## src/rtl/sa_pkg.sv

```systemverilog
`default_nettype none
// ============================================================================
// Module      : sa_pkg
// Description : Shared constants and types for the systolic array core and
//               its result drain stage.
//               ROWS  - number of array rows / result lanes
//               DW    - result word width
//               ROW_W - width of a row index
// Revision    : 1.0 - initial release
// ============================================================================
package sa_pkg;

    localparam int ROWS  = 8;
    localparam int DW    = 32;
    localparam int ROW_W = $clog2(ROWS);

    typedef logic [DW-1:0] row_word_t;

    // Drain controller states
    typedef enum logic [0:0] {
        ST_IDLE  = 1'b0,
        ST_DRAIN = 1'b1
    } drain_state_e;

endpackage : sa_pkg
`default_nettype wire

```

## src/rtl/sa_lowbit_enc.sv

```systemverilog
`default_nettype none
// ============================================================================
// Module      : sa_lowbit_enc
// Description : ROWS-bit lowest-set-bit priority encoder.
// Ports       : vec_i     - input vector, bit 0 has highest priority
//               idx_o     - index of lowest set bit (0 when vec_i == 0)
//               one_hot_o - high when exactly one bit of vec_i is set
// Revision    : 1.0 - initial release
// ============================================================================
module sa_lowbit_enc #(
    parameter int ROWS  = 8,
    parameter int IDX_W = $clog2(ROWS)
) (
    input  logic [ROWS-1:0]  vec_i,
    output logic [IDX_W-1:0] idx_o,
    output logic             one_hot_o
);

    // Scan from the top down so the lowest set bit is the last to win.
    always_comb begin
        idx_o = '0;
        for (int i = ROWS - 1; i >= 0; i--) begin
            if (vec_i[i]) begin
                idx_o = IDX_W'(i);
            end
        end
    end

    // Clearing the lowest set bit leaves zero only for a single-bit vector.
    assign one_hot_o = (vec_i != '0) && ((vec_i & (vec_i - 1'b1)) == '0);

endmodule : sa_lowbit_enc
`default_nettype wire

```

## src/rtl/sa_result_drain.sv

```systemverilog
`default_nettype none
// ============================================================================
// Module      : sa_result_drain
// Description : Captures the systolic array's row result bank in a single
//               handshake, then serializes the valid rows in ascending row
//               order onto a valid/ready stream.
// Ports       : clk        - rising-edge clock
//               rst        - asynchronous active-high reset
//               routport   - per-row result words [0:ROWS-1]
//               rvalidport - per-row result valids, bit i <-> routport[i]
//               outread    - capture acknowledge to the core
//               m_data     - serialized result word
//               m_row      - row index of m_data
//               m_last     - final beat of a frame
//               m_valid    - stream valid
//               m_ready    - stream ready
//               frame_cnt  - completed frame count (wraps at 16 bits)
// Revision    : 1.0 - initial release
// ============================================================================
module sa_result_drain #(
    parameter int ROWS = sa_pkg::ROWS,
    parameter int DW   = sa_pkg::DW
) (
    input  logic                     clk,
    input  logic                     rst,
    input  logic [DW-1:0]            routport [0:ROWS-1],
    input  logic [0:ROWS-1]          rvalidport,
    output logic                     outread,
    output logic [DW-1:0]            m_data,
    output logic [$clog2(ROWS)-1:0]  m_row,
    output logic                     m_last,
    output logic                     m_valid,
    input  logic                     m_ready,
    output logic [15:0]              frame_cnt
);

    import sa_pkg::*;

    localparam int IDX_W = $clog2(ROWS);

    drain_state_e     state_q, state_d;
    logic [ROWS-1:0]  mask_q, mask_d;
    logic [ROWS-1:0]  w_valid_vec;
    logic [DW-1:0]    bank_q [ROWS];
    logic [DW-1:0]    hold_data_q;
    logic [IDX_W-1:0] hold_row_q;
    logic [15:0]      frame_cnt_q, frame_cnt_d;
    logic [IDX_W-1:0] w_idx;
    logic             w_one_hot;
    logic             w_capture;

    // rvalidport is ascending-indexed; remap so that mask bit i is row i.
    always_comb begin
        w_valid_vec = '0;
        for (int i = 0; i < ROWS; i++) begin
            w_valid_vec[i] = rvalidport[i];
        end
    end

    sa_lowbit_enc #(
        .ROWS  (ROWS),
        .IDX_W (IDX_W)
    ) u_lowbit_enc (
        .vec_i     (mask_q),
        .idx_o     (w_idx),
        .one_hot_o (w_one_hot)
    );

    // ------------------------------------------------------------------
    // Next-state and output logic
    // ------------------------------------------------------------------
    always_comb begin
        state_d     = state_q;
        mask_d      = mask_q;
        frame_cnt_d = frame_cnt_q;
        outread     = 1'b0;
        m_valid     = 1'b0;
        m_last      = 1'b0;
        w_capture   = 1'b0;

        case (state_q)
            ST_IDLE: begin
                // rst gates the acknowledge so the core never retires
                // results while this block is being reset.
                outread = (w_valid_vec != '0) && !rst;
                if (outread) begin
                    w_capture = 1'b1;
                    mask_d    = w_valid_vec;
                    state_d   = ST_DRAIN;
                end
            end
            ST_DRAIN: begin
                m_valid = !rst;
                m_last  = w_one_hot && !rst;
                if (m_ready) begin
                    mask_d[w_idx] = 1'b0;
                    if (w_one_hot) begin
                        frame_cnt_d = frame_cnt_q + 16'd1;
                        state_d     = ST_IDLE;
                    end
                end
            end
            default: begin
                state_d = ST_IDLE;
            end
        endcase
    end

    // Data and row come straight from the bank while draining; in IDLE they
    // show the last presented beat.
    assign m_data    = (state_q == ST_DRAIN) ? bank_q[w_idx] : hold_data_q;
    assign m_row     = (state_q == ST_DRAIN) ? w_idx : hold_row_q;
    assign frame_cnt = frame_cnt_q;

    // ------------------------------------------------------------------
    // Registers
    // ------------------------------------------------------------------
    always_ff @(posedge clk or posedge rst) begin
        if (rst) begin
            state_q     <= ST_IDLE;
            mask_q      <= '0;
            frame_cnt_q <= '0;
            hold_data_q <= '0;
            hold_row_q  <= '0;
        end else begin
            state_q     <= state_d;
            mask_q      <= mask_d;
            frame_cnt_q <= frame_cnt_d;
            if (state_q == ST_DRAIN) begin
                hold_data_q <= bank_q[w_idx];
                hold_row_q  <= w_idx;
            end
        end
    end

    // The whole bank is latched, including rows that will never be emitted.
    always_ff @(posedge clk or posedge rst) begin
        if (rst) begin
            for (int i = 0; i < ROWS; i++) begin
                bank_q[i] <= '0;
            end
        end else if (w_capture) begin
            for (int i = 0; i < ROWS; i++) begin
                bank_q[i] <= routport[i];
            end
        end
    end

endmodule : sa_result_drain
`default_nettype wire

```

## config.mk

```make
export PLATFORM = sky130hd
export DESIGN_NAME = sa_result_drain
export DESIGN_NICKNAME = d
export VERILOG_FILES = /design/src/rtl/sa_pkg.sv /design/src/rtl/sa_lowbit_enc.sv /design/src/rtl/sa_result_drain.sv
export SDC_FILE = /design/constraint.sdc
export NUM_CORES = 1
export LEC_CHECK = 0
export BUFFER_PORTS_ARGS = -buffer_cell sky130_fd_sc_hd__buf_2
export CORE_MARGIN = 3
export CORE_UTILIZATION = 60
export CTS_BUF_LIST = sky130_fd_sc_hd__clkbuf_8
export DETAILED_ROUTE_END_ITERATION = 10
export PLACE_DENSITY = 0.87
export SLEW_MARGIN = 15
export SYNTH_ARGS = -nofsm -noshare
export SYNTH_HDL_FRONTEND = slang
export SYNTH_SLANG_ARGS = --single-unit
```

## constraint.sdc

```tcl
create_clock -name clk -period 18.8 [get_ports clk]
set_input_delay 1.88 -clock clk [delete_from_list [all_inputs] [get_ports clk]]
set_output_delay 1.88 -clock clk [all_outputs]
set_load 0.02 [all_outputs]
```

# Word level (Yosys, flattened, before mapping)
# Index checks and enable logic that the tools add are counted.
op_classes:
  n_addsub: 2
  n_lt_le_gt_ge: 3
  n_eq_ne: 2
  n_mux: 26
  bitwise_logic: 5
  reduce_logical: 10
ops:
  columns: ["cell", "n"]
  rows:
  - ["$bmux 32 s3", 1]
  - ["$mux 32", 3]
  - ["$mux 3", 9]
  - ["$add 16x1->16 const B", 1]
  - ["$and 8x8->8", 2]
  - ["$mux 8", 2]
  - ["$pmux 8 s2", 1]
  - ["$reduce_bool 8->1", 2]
  - ["$logic_not 8->1", 1]
  - ["$mux 1", 8]
  - ["$not 8->8", 1]
  - ["$sub 8x1->8 const B", 1]
  - ["$ge 4x4->1 const B", 1]
  - ["$logic_and 1x1->1", 4]
  - ["$lt 3x4->1 const B", 1]
  - ["$ne 2x2->1 const B", 2]
  - ["$not 3->4", 1]
  - ["$demux 1 s3", 1]
  - ["$ge 3x1->1 const B", 1]
  - ["$reduce_and 3->1", 1]
  - ["$pmux 1 s2", 1]
  - ["$reduce_and 2->1", 1]
  - ["$logic_not 1->1", 1]
  - ["$not 1->1", 1]
totals:
  reg_bits: 316
  in_bits: 267
  out_inout_bits: 54
  elab_cells: 61

# Longest topological paths before layout
# Gate-level depths: netlist of run 1.
logic_depth:
  ltp_word: 16
  depth_mapped: 9
  ltp_nobuf: 6

# Modules after synthesis
# Synthesis of run 1 repeated with hierarchy kept, for this count alone.
unflattened:
  hier_cells: 1581
  area_unflattened_um2: 14204.9
by_module_without_submodules:
  columns: ["mod", "n_inst", "cells_each", "area_each_um2", "seq_area_each_um2"]
  rows:
  - ["sa_result_drain", 1, 1558, 14042.2, 7907.6]
  - ["sa_lowbit_enc", 1, 23, 162.7, 0.0]

# Worst setup path before layout of run 1
# No wires, ideal clock.
synth_timing:
  path_type: "input port to output port"
  from: "input rvalidport[5] (netlist name)"
  to: "output outread"
  arrival_ns: 2.942
  required_time_ns: 16.920
  setup_slack_ns: 13.978
  cell_stages: 6
  n_path_buf: 3
  path_cell_list: "nor4_1 > a21oi_1 > nor2b_1 > clkbuf_1 > clkbuf_1 > buf_2"
synth_via:
  elab_chain_len: 3
synth_lines:
  columns: ["item", "line_no", "rtl"]
  rows:
  - ["start: declaration", "sa_result_drain.sv:27", "input logic [0:ROWS-1] rvalidport,"]
  - ["$reduce_bool 8->1", "sa_result_drain.sv:85", "outread = (w_valid_vec != '0) && !rst;"]
  - ["$logic_and 1x1->1", "sa_result_drain.sv:85", null]
  - ["$mux 1", "sa_result_drain.sv:81", "case (state_q)"]
  - ["end: declaration", "sa_result_drain.sv:28", "output logic outread,"]
# No other way between the ends.

# Worst setup path in the final report of run 1
layout_timing:
  from: "register mask_q[4]"
  to: "output m_data[4]"
layout_via:
  elab_chain_len: 10
layout_lines:
  columns: ["item", "line_no", "rtl"]
  rows:
  - ["start: declaration", "sa_result_drain.sv:42", "logic [ROWS-1:0] mask_q, mask_d;"]
  - ["start signal: assignment", "sa_result_drain.sv:127", "mask_q <= mask_d;"]
  - ["$mux 3 (5 in series)", "sa_lowbit_enc.sv:23", "if (vec_i[i]) begin"]
  - ["$not 3->4 (implied by the code)", "sa_result_drain.sv:111", "assign m_data = (state_q == ST_DRAIN) ? bank_q[w_idx] : hold_data_q;"]
  - ["$bmux 32 s3", "sa_result_drain.sv:111", null]
  - ["$mux 32 (implied by the code) (2 in series)", "sa_result_drain.sv:111", null]
  - ["$mux 32", null, null]
  - ["end: declaration", "sa_result_drain.sv:29", "output logic [DW-1:0] m_data,"]
# No other way between the ends. The select of a mux whose other input is x is not followed.

==> impl_metrics.tcl, run 1 <==
set metrics [dict create \
    totalWireLength_um 40300 \
    critical_path_arrival_ns 4.10 \
    setup_violations 0 \
    synth_cells 1131 \
    critPathKind "register to output port" \
    p_switching_mw 1.38 \
    die-area_mm2 0.0254 \
    numCtsBuffers 51 \
    critPathCaptureType "output port" \
    die_y_um 159 \
    ys_seq_area_frac 0.559 \
    hold_slack_ns 0.476 \
    yosysWarnings 0 \
    synthAdderAreaFrac 0.00159 \
    hold_viol 0 \
    leakagePower_nw 7.68 \
    slew_headroom 0.266 \
    grt_pass1_vias 11253 \
    max_freq_ghz 0.167 \
    maxSlewViolCount 0 \
    io_buffer_count 320 \
    fin_skew_ns 0.0229 \
    synth_mux_area_frac 0.205 \
    worstMarginPinSlew_ns 1.10 \
    grt_pass1_wl_um 63100 \
    fill_cells 1496 \
    synth_top_family_by_area "multiplexers" \
    synth_seq_cells 316 \
    core_area_mm2 0.0229 \
    crit_top_cell "buf_4" \
    dr.pass1.iters 7 \
    min-delay-path-class "register to register" \
    yosysTopAreaCellShare 0.559 \
    cts_resized 0 \
    initial_utilization 0.617 \
    synth_xor_area_frac 0.00930 \
    crit_chain "nor3_1 -> o21a_1 -> buf_4 -> and2_1 -> buf_4 -> a221oi_1 -> a41oi_1 -> buf_2" \
    wl_per_cell_um 22.3 \
    drtIter0Drc 913 \
    post_cts_buffers 0 \
    final_nets 1703 \
    sw_frac_of_total 0.409 \
    detail-route-antenna-nets 0 \
    total_power_mw 3.39 \
    overflow 0 \
    avgViaCountPerCell 6.08 \
    outcome "finished, final reports clean" \
    antenna_found_initial 17 \
    syn_to_final_growth_pct 20.6 \
    cts-htree-levels 2 \
    io_pins 321 \
    fin_crit_sh 0.318 \
    required_ns 16.92 \
    slowest_delay_ns 0.71 \
    drv_cap 0 \
    drc 0 \
    startpoint_type "register" \
    synth_area_leaders "dfrtp_1 (56%), mux2_2 (20%), nand2_1 (2.8%)" \
    vias 10977 \
    seq_area_mm2 0.00791 \
    worstHoldStart "frame_cnt[15]" \
    ys_async_sr_fraction 1.00 \
    timing.rr.start "state_q" \
    crit_fanout 32 \
    cellPowerDensity_mw_per_mm2 199 \
    dp.final_hpwl_um 27300 \
    postCtsHoldBufs 0 \
    layout-drive-gt1-share 0.474 \
    grt_max_degree 89 \
    yosysTopAreaCell "dfrtp_1" \
    clkLatencyLatePin_ns 0.57 \
    power_frac_clock 0.185 \
    synth_top_flop_cell "dfrtp_1" \
    ir_drop_mv 0.149 \
    fin_util 0.744 \
    track_usage 0.314 \
    crit_path_top_delay_cell "dfrtp_1" \
    synth_compound_area_frac 0.108 \
    path_clk_slew_ns 0.06 \
    synth_area_mm2 0.0141 \
    internal_power_mw 2.00 \
    rows 55 \
    multi_input_area_mm2 0.00584 \
    die_w_um 159 \
    startpoint "mask_q[4]" \
    cts_root_buffer "clkbuf_8" \
    pwr-share-seq 0.362 \
    tritoncts "built" \
    yosys.area_share.simple 0.0861 \
    synth_edf_count 0 \
    gp_congestion 0.881 \
    clk_path_buf_depth 3 \
    avgSynthCellArea_um2 12.5 \
    p_comb_frac 0.452 \
    period_needed_ns 5.98 \
    cts.sinks 316 \
    ys_types 54 \
    rsz0062_at_grt "no" \
    fin_tns_setup_ns 0 \
    synth_nets 1399 \
]
## kinds of logic after synthesis
logic type / after synthesis
compound gates: 206
simple gates: 244
fa+ha+maj: 2
flops: 316
mux: 257
buf+inv: 91
xor+xnor: 15
## registers in the layout, indices dropped and copies added, names as in the netlist
register,cells
state_q,1
bank_q,256
frame_cnt,16
hold_row_q,3
hold_data_q,32
mask_q,8
## cell usage after synthesis (5+ instances only)
master,number
a21o_1,28
a21oi_1,9
a221o_1,6
a221oi_1,26
a22oi_1,11
a31oi_1,16
a41oi_1,22
and4_1,16
buf_2,33
buf_4,5
clkbuf_1,41
dfrtp_1,316
inv_1,5
mux2_2,257
nand2_1,104
nand3_1,49
nand4_1,5
nor2_1,37
nor2b_1,5
nor3_1,5
o211ai_1,6
o21ai_0,57
o32a_1,6
xnor2_1,10
xor2_1,5
## worst max-delay path, delay by kind of cell (launching register included)
kind	cells	cell delay [ns]
and+or+nand+nor	2	0.71
AOI/OAI and AO/OA	3	1.04
buffers and inverters	3	1.06
DFF	1	0.71
## cell usage in the layout, fill, tap and decap left out, types with 6 or more instances in the layout
| cell type | Yosys | routed |
|---|---|---|
| a21o_1 | 28 | 28 |
| a221oi_1 | 26 | 26 |
| a21oi_1 | 9 | 9 |
| a31oi_1 | 16 | 16 |
| diode_2 | 0 | 17 |
| mux2_2 | 257 | 257 |
| a41oi_1 | 22 | 22 |
| nand2_1 | 104 | 104 |
| nor2_1 | 37 | 37 |
| a22oi_1 | 11 | 11 |
| o211ai_1 | 6 | 6 |
| o21ai_0 | 57 | 56 |
| dfrtp_1 | 316 | 315 |
| clkbuf_8 | 0 | 72 |
| inv_1 | 5 | 17 |
| a221o_1 | 6 | 6 |
| o32a_1 | 6 | 6 |
| xnor2_1 | 10 | 10 |
| nand3_1 | 49 | 49 |
| and4_1 | 16 | 16 |
| buf_2 | 33 | 320 |
| buf_4 | 5 | 17 |
## final cells by class
class	instances	area share
diodes	17	0.00250
clock inverters	20	0.00653
clock buffers	72	0.0581
flip-flops and latches	316	0.464
repair buffers	337	0.101
multi-input cells	724	0.343
well taps	313	0.0230
inverters	5	0.00154
## power by group through the flow
stage,Clock [mW],Combinational [mW],Sequential [mW]
final,0.628,1.53,1.23
after global placement,0,1.47,1.21
after CTS,0.632,1.52,1.22
after global routing,0.665,1.64,1.27
after detailed placement,0,1.51,1.23
after floorplan,0,1.08,1.16
## metrics by stage
stage | area, µm² | std cells | setup WS, ns
2_1_floorplan | 14100 | 1131 | 8.18
3_3_place_gp | 15900 | 1695 | 13.29
3_5_place_dp | 15900 | 1695 | 13.17
4_1_cts | 17000 | 1787 | 12.91
5_1_grt | 17000 | 1803 | 12.60
6_report | 17000 | 1804 | 12.82
## per-layer routing
layer  GRT usage  part of all wire  vias up
li1            -                 -     4794
met1       0.432              0.41     5485
met2       0.470              0.46      585
met3      0.0830             0.089      113
met4       0.143             0.041        0
met5           0                 0        -
## worst paths after layout
path                                       to  cells past startpoint  slack [ns]
worst max register to register     bank_q[81]                      4       14.86
worst min-delay path            frame_cnt[15]                      1        0.48
worst min register to register  frame_cnt[15]                      1        0.48
worst max-delay path                m_data[4]                      8       12.82
min in group asynchronous          bank_q[63]                      2        1.45
max in group asynchronous          bank_q[28]                      3       15.87
No activity file was read; power rests on OpenSTA's default activity.
==> run 2: changes to the inputs <==
--- a/config.mk
+++ b/config.mk
@@ -5,12 +5,13 @@
 export SDC_FILE = /design/constraint.sdc
 export NUM_CORES = 1
 export LEC_CHECK = 0
+export ABC_AREA = 1
 export BUFFER_PORTS_ARGS = -buffer_cell sky130_fd_sc_hd__buf_2
 export CORE_MARGIN = 3
-export CORE_UTILIZATION = 60
+export CORE_UTILIZATION = 51
 export CTS_BUF_LIST = sky130_fd_sc_hd__clkbuf_8
 export DETAILED_ROUTE_END_ITERATION = 10
-export PLACE_DENSITY = 0.87
+export PLACE_DENSITY = 0.78
 export SLEW_MARGIN = 15
 export SYNTH_ARGS = -nofsm -noshare
 export SYNTH_HDL_FRONTEND = slang
==> constraint.sdc (replaced) <==
create_clock -name clk -period 5.4 [get_ports clk]
set_input_delay 0.54 -clock clk [delete_from_list [all_inputs] [get_ports clk]]
set_output_delay 0.54 -clock clk [all_outputs]
set_load 0.02 [all_outputs]
==> run 2 against run 1 <==
Hold slack got worse by 0.31 ns. Clock skew fell by 0.0069 ns. Combinational power rose to 3.8 times the previous value. Final cell count rose by 45%.
==> impl_metrics.tcl, run 2 <==
set metrics [dict create \
    outcome "finished, final reports clean" \
    yosysTopAreaCell "dfrtp_1" \
    cellPowerDensity_mw_per_mm2 678 \
    power_frac_clock 0.172 \
    postCtsHoldBufs 0 \
    grt_max_degree 166 \
    drc 0 \
    ys_seq_area_frac 0.529 \
    initial_utilization 0.520 \
    r2r-end "frame_cnt[15]" \
    yosysWarnings 0 \
    syn_to_final_growth_pct 18.2 \
    p_switching_mw 5.71 \
    fin_cells 2618 \
    antenna_found_initial 1 \
    avgSynthCellArea_um2 7.72 \
    total_power_mw 12.0 \
    path_clk_slew_ns 0.06 \
    cts_root_buffer "clkbuf_8" \
    startpoint "mask_q[5]" \
    worstMarginPinSlew_ns 1.15 \
    fin_crit_sh 0.732 \
    synth_nets 2205 \
    drtIter0Drc 1663 \
    synth.most_common_cell "nand2_1" \
    top_register "bank_q" \
    hold_viol 0 \
    r2r_cells 6 \
    dp.final_hpwl_um 35500 \
    die-area_mm2 0.0314 \
    synthTopCellsByCount "nand2_1 (864), dfrtp_1 (316), nand3_1 (120)" \
    gp_congestion 0.946 \
    cts_resized 0 \
    io_pins 321 \
    io_buffer_count 320 \
    crit_top_cell "nand2_1" \
    detail-route-antenna-nets 0 \
    grt_pass1_wl_um 75900 \
    diodes 0 \
    crit_family "simple AND/OR/NAND/NOR gates" \
    critical_path_arrival_ns 3.41 \
    core_area_mm2 0.0288 \
    ir_drop_mv 0.511 \
    synth_area_leaders "dfrtp_1 (53%), nand2_1 (22%), nand3_1 (4.0%)" \
    internal_power_mw 6.27 \
    track_usage 0.314 \
    post_cts_buffers 0 \
    whs_path_depth 3 \
    numCtsBuffers 50 \
    synth_edf_count 0 \
    grt_pass1_vias 13574 \
    cts.sinks 316 \
    timing.rr.start "state_q" \
    startpoint_type "register" \
    sw_frac_of_total 0.477 \
    p_comb_frac 0.484 \
    crit_fanout 42 \
    slowest_delay_ns 0.80 \
    cts-htree-levels 2 \
    die_w_um 177 \
    rsz0062_at_grt "no" \
    required_ns 4.86 \
    hold_slack_ns 0.164 \
    fill_cells 2552 \
    crit_chain "nor2_2 -> nand2_1 -> nand2_1 -> nand2_2 -> nor2_4 -> buf_4 -> nand4_1 -> nand2_1 -> nor2_1 -> nand3_1 -> nand2_1 -> inv_1 -> buf_2" \
    overflow 0 \
    synth_area_mm2 0.0150 \
    critPathKind "register to output port" \
    min-delay-path-class "input port to register" \
    wl_per_cell_um 19.0 \
    critPathCaptureType "output port" \
    yosysTopAreaCellShare 0.529 \
    rows 62 \
    dr.pass1.iters 6 \
    placedCellCount 2536 \
    largest_reg_flops 256 \
    totalWireLength_um 49700 \
    ys_async_sr_fraction 1.00 \
    crit_path_top_delay_cell "nor2_4" \
    final_common_cell "nand2_1" \
    maxSlewViolCount 0 \
    die_y_um 177 \
    avgViaCountPerCell 5.41 \
    fin_util 0.614 \
    synth_top_flop_cell "dfrtp_1" \
    leakagePower_nw 9.73 \
    drv_cap 0 \
    most-common-layout-cells "nand2_1 (863), buf_2 (320), dfrtp_1 (315)" \
    crit_path_end "m_data[28]" \
    pwr-share-seq 0.344 \
    r2r_slack_ns 2.58 \
    path_buf_inv 3 \
    synth_seq_cells 316 \
    slew_headroom 0.230 \
    cp.depth 13 \
    clkLatencyLatePin_ns 0.57 \
    layout-drive-gt1-share 0.209 \
    clk_path_buf_depth 3 \
    setup_violations 0 \
    period_needed_ns 3.95 \
    vias 14156 \
    tritoncts "built" \
    fin_skew_ns 0.0160 \
    final_nets 2472 \
    max_freq_ghz 0.253 \
    synth_cells 1937 \
    ys_types 29 \
]
[run 2: cell types whose count changed after synthesis, moves of 31 or more]
cell | before | now
inv_1 | 5 | 116
or2_2 | 1 | 32
mux2_2 | 257 | 0
nand2_1 | 104 | 864
nand3_1 | 49 | 120
nand4_1 | 5 | 82
nor2_1 | 37 | 108
[run 2: through the flow]
step                TNS (ns)  setup slack [ns]  cell area [µm²]
finish                     0              1.45            17700
global route               0              1.15            17700
CTS                        0              1.49            17700
detailed placement         0              2.09            16700
global placement           0              2.12            16700
floorplan            -287.29             -1.37            15000
[run 2: routing by layer]
layer / vias to the layer above / share of wire / wire length [µm] / track usage
li1: 6660 / - / - / -
met4: 2 / 0.043 / 2150 / 0.124
met1: 6652 / 0.40 / 20000 / 0.439
met3: 116 / 0.093 / 4640 / 0.0631
met5: - / 0.00010 / 5 / 0
met2: 726 / 0.46 / 22900 / 0.486
[run 2: worst reg2reg max path: cells and delay by family, from the launching register on]
family / cells / cell delay (ns)
AND/OR/NAND/NOR: 3 / 1.44
buffers and inverters: 2 / 0.87
flip-flops: 1 / 0.35
AO/OA/AOI/OAI: 1 / 0.05
[run 2: logic make-up after synthesis]
family / count (synthesis) / share of synthesized area
AOI/OAI and AO/OA: 132 / 0.0505
and+or+nand+nor: 1231 / 0.344
buffers and inverters: 243 / 0.0673
DFF: 316 / 0.529
adders and majority gates: 1 / 0.000837
xor gates and xnor gates: 14 / 0.00820
[run 2: worst min-delay path by stage]
stage / endpoint / slack, ns / start
2_1_floorplan: bank_q[159] / 0.45 / bank_q[159]
3_3_place_gp: bank_q[73] / 0.46 / bank_q[73]
3_5_place_dp: bank_q[213] / 0.47 / bank_q[213]
4_1_cts: bank_q[169] / 0.15 / routport[169]
5_1_grt: bank_q[58] / 0.17 / routport[58]
6_report: bank_q[76] / 0.16 / routport[76]
[run 2: area by class of cell]
class	instances	area, µm²	area share
clock buffer	66	908	0.0514
clock inverter	16	95.1	0.00538
inverter	122	469	0.0266
multi-input combinational	1378	6060	0.343
sequential	316	7910	0.448
tap	384	480	0.0272
timing repair buffer	336	1750	0.0989
[run 2: power groups by stage]
stage	Sequential, mW	Clock (mW)	Combinational (mW)
floorplan	3.93	0	4.00
global placement	4.11	0	5.62
detailed placement	4.13	0	5.71
CTS	4.11	2.08	5.74
global route	4.22	2.18	6.40
finish	4.12	2.06	5.80
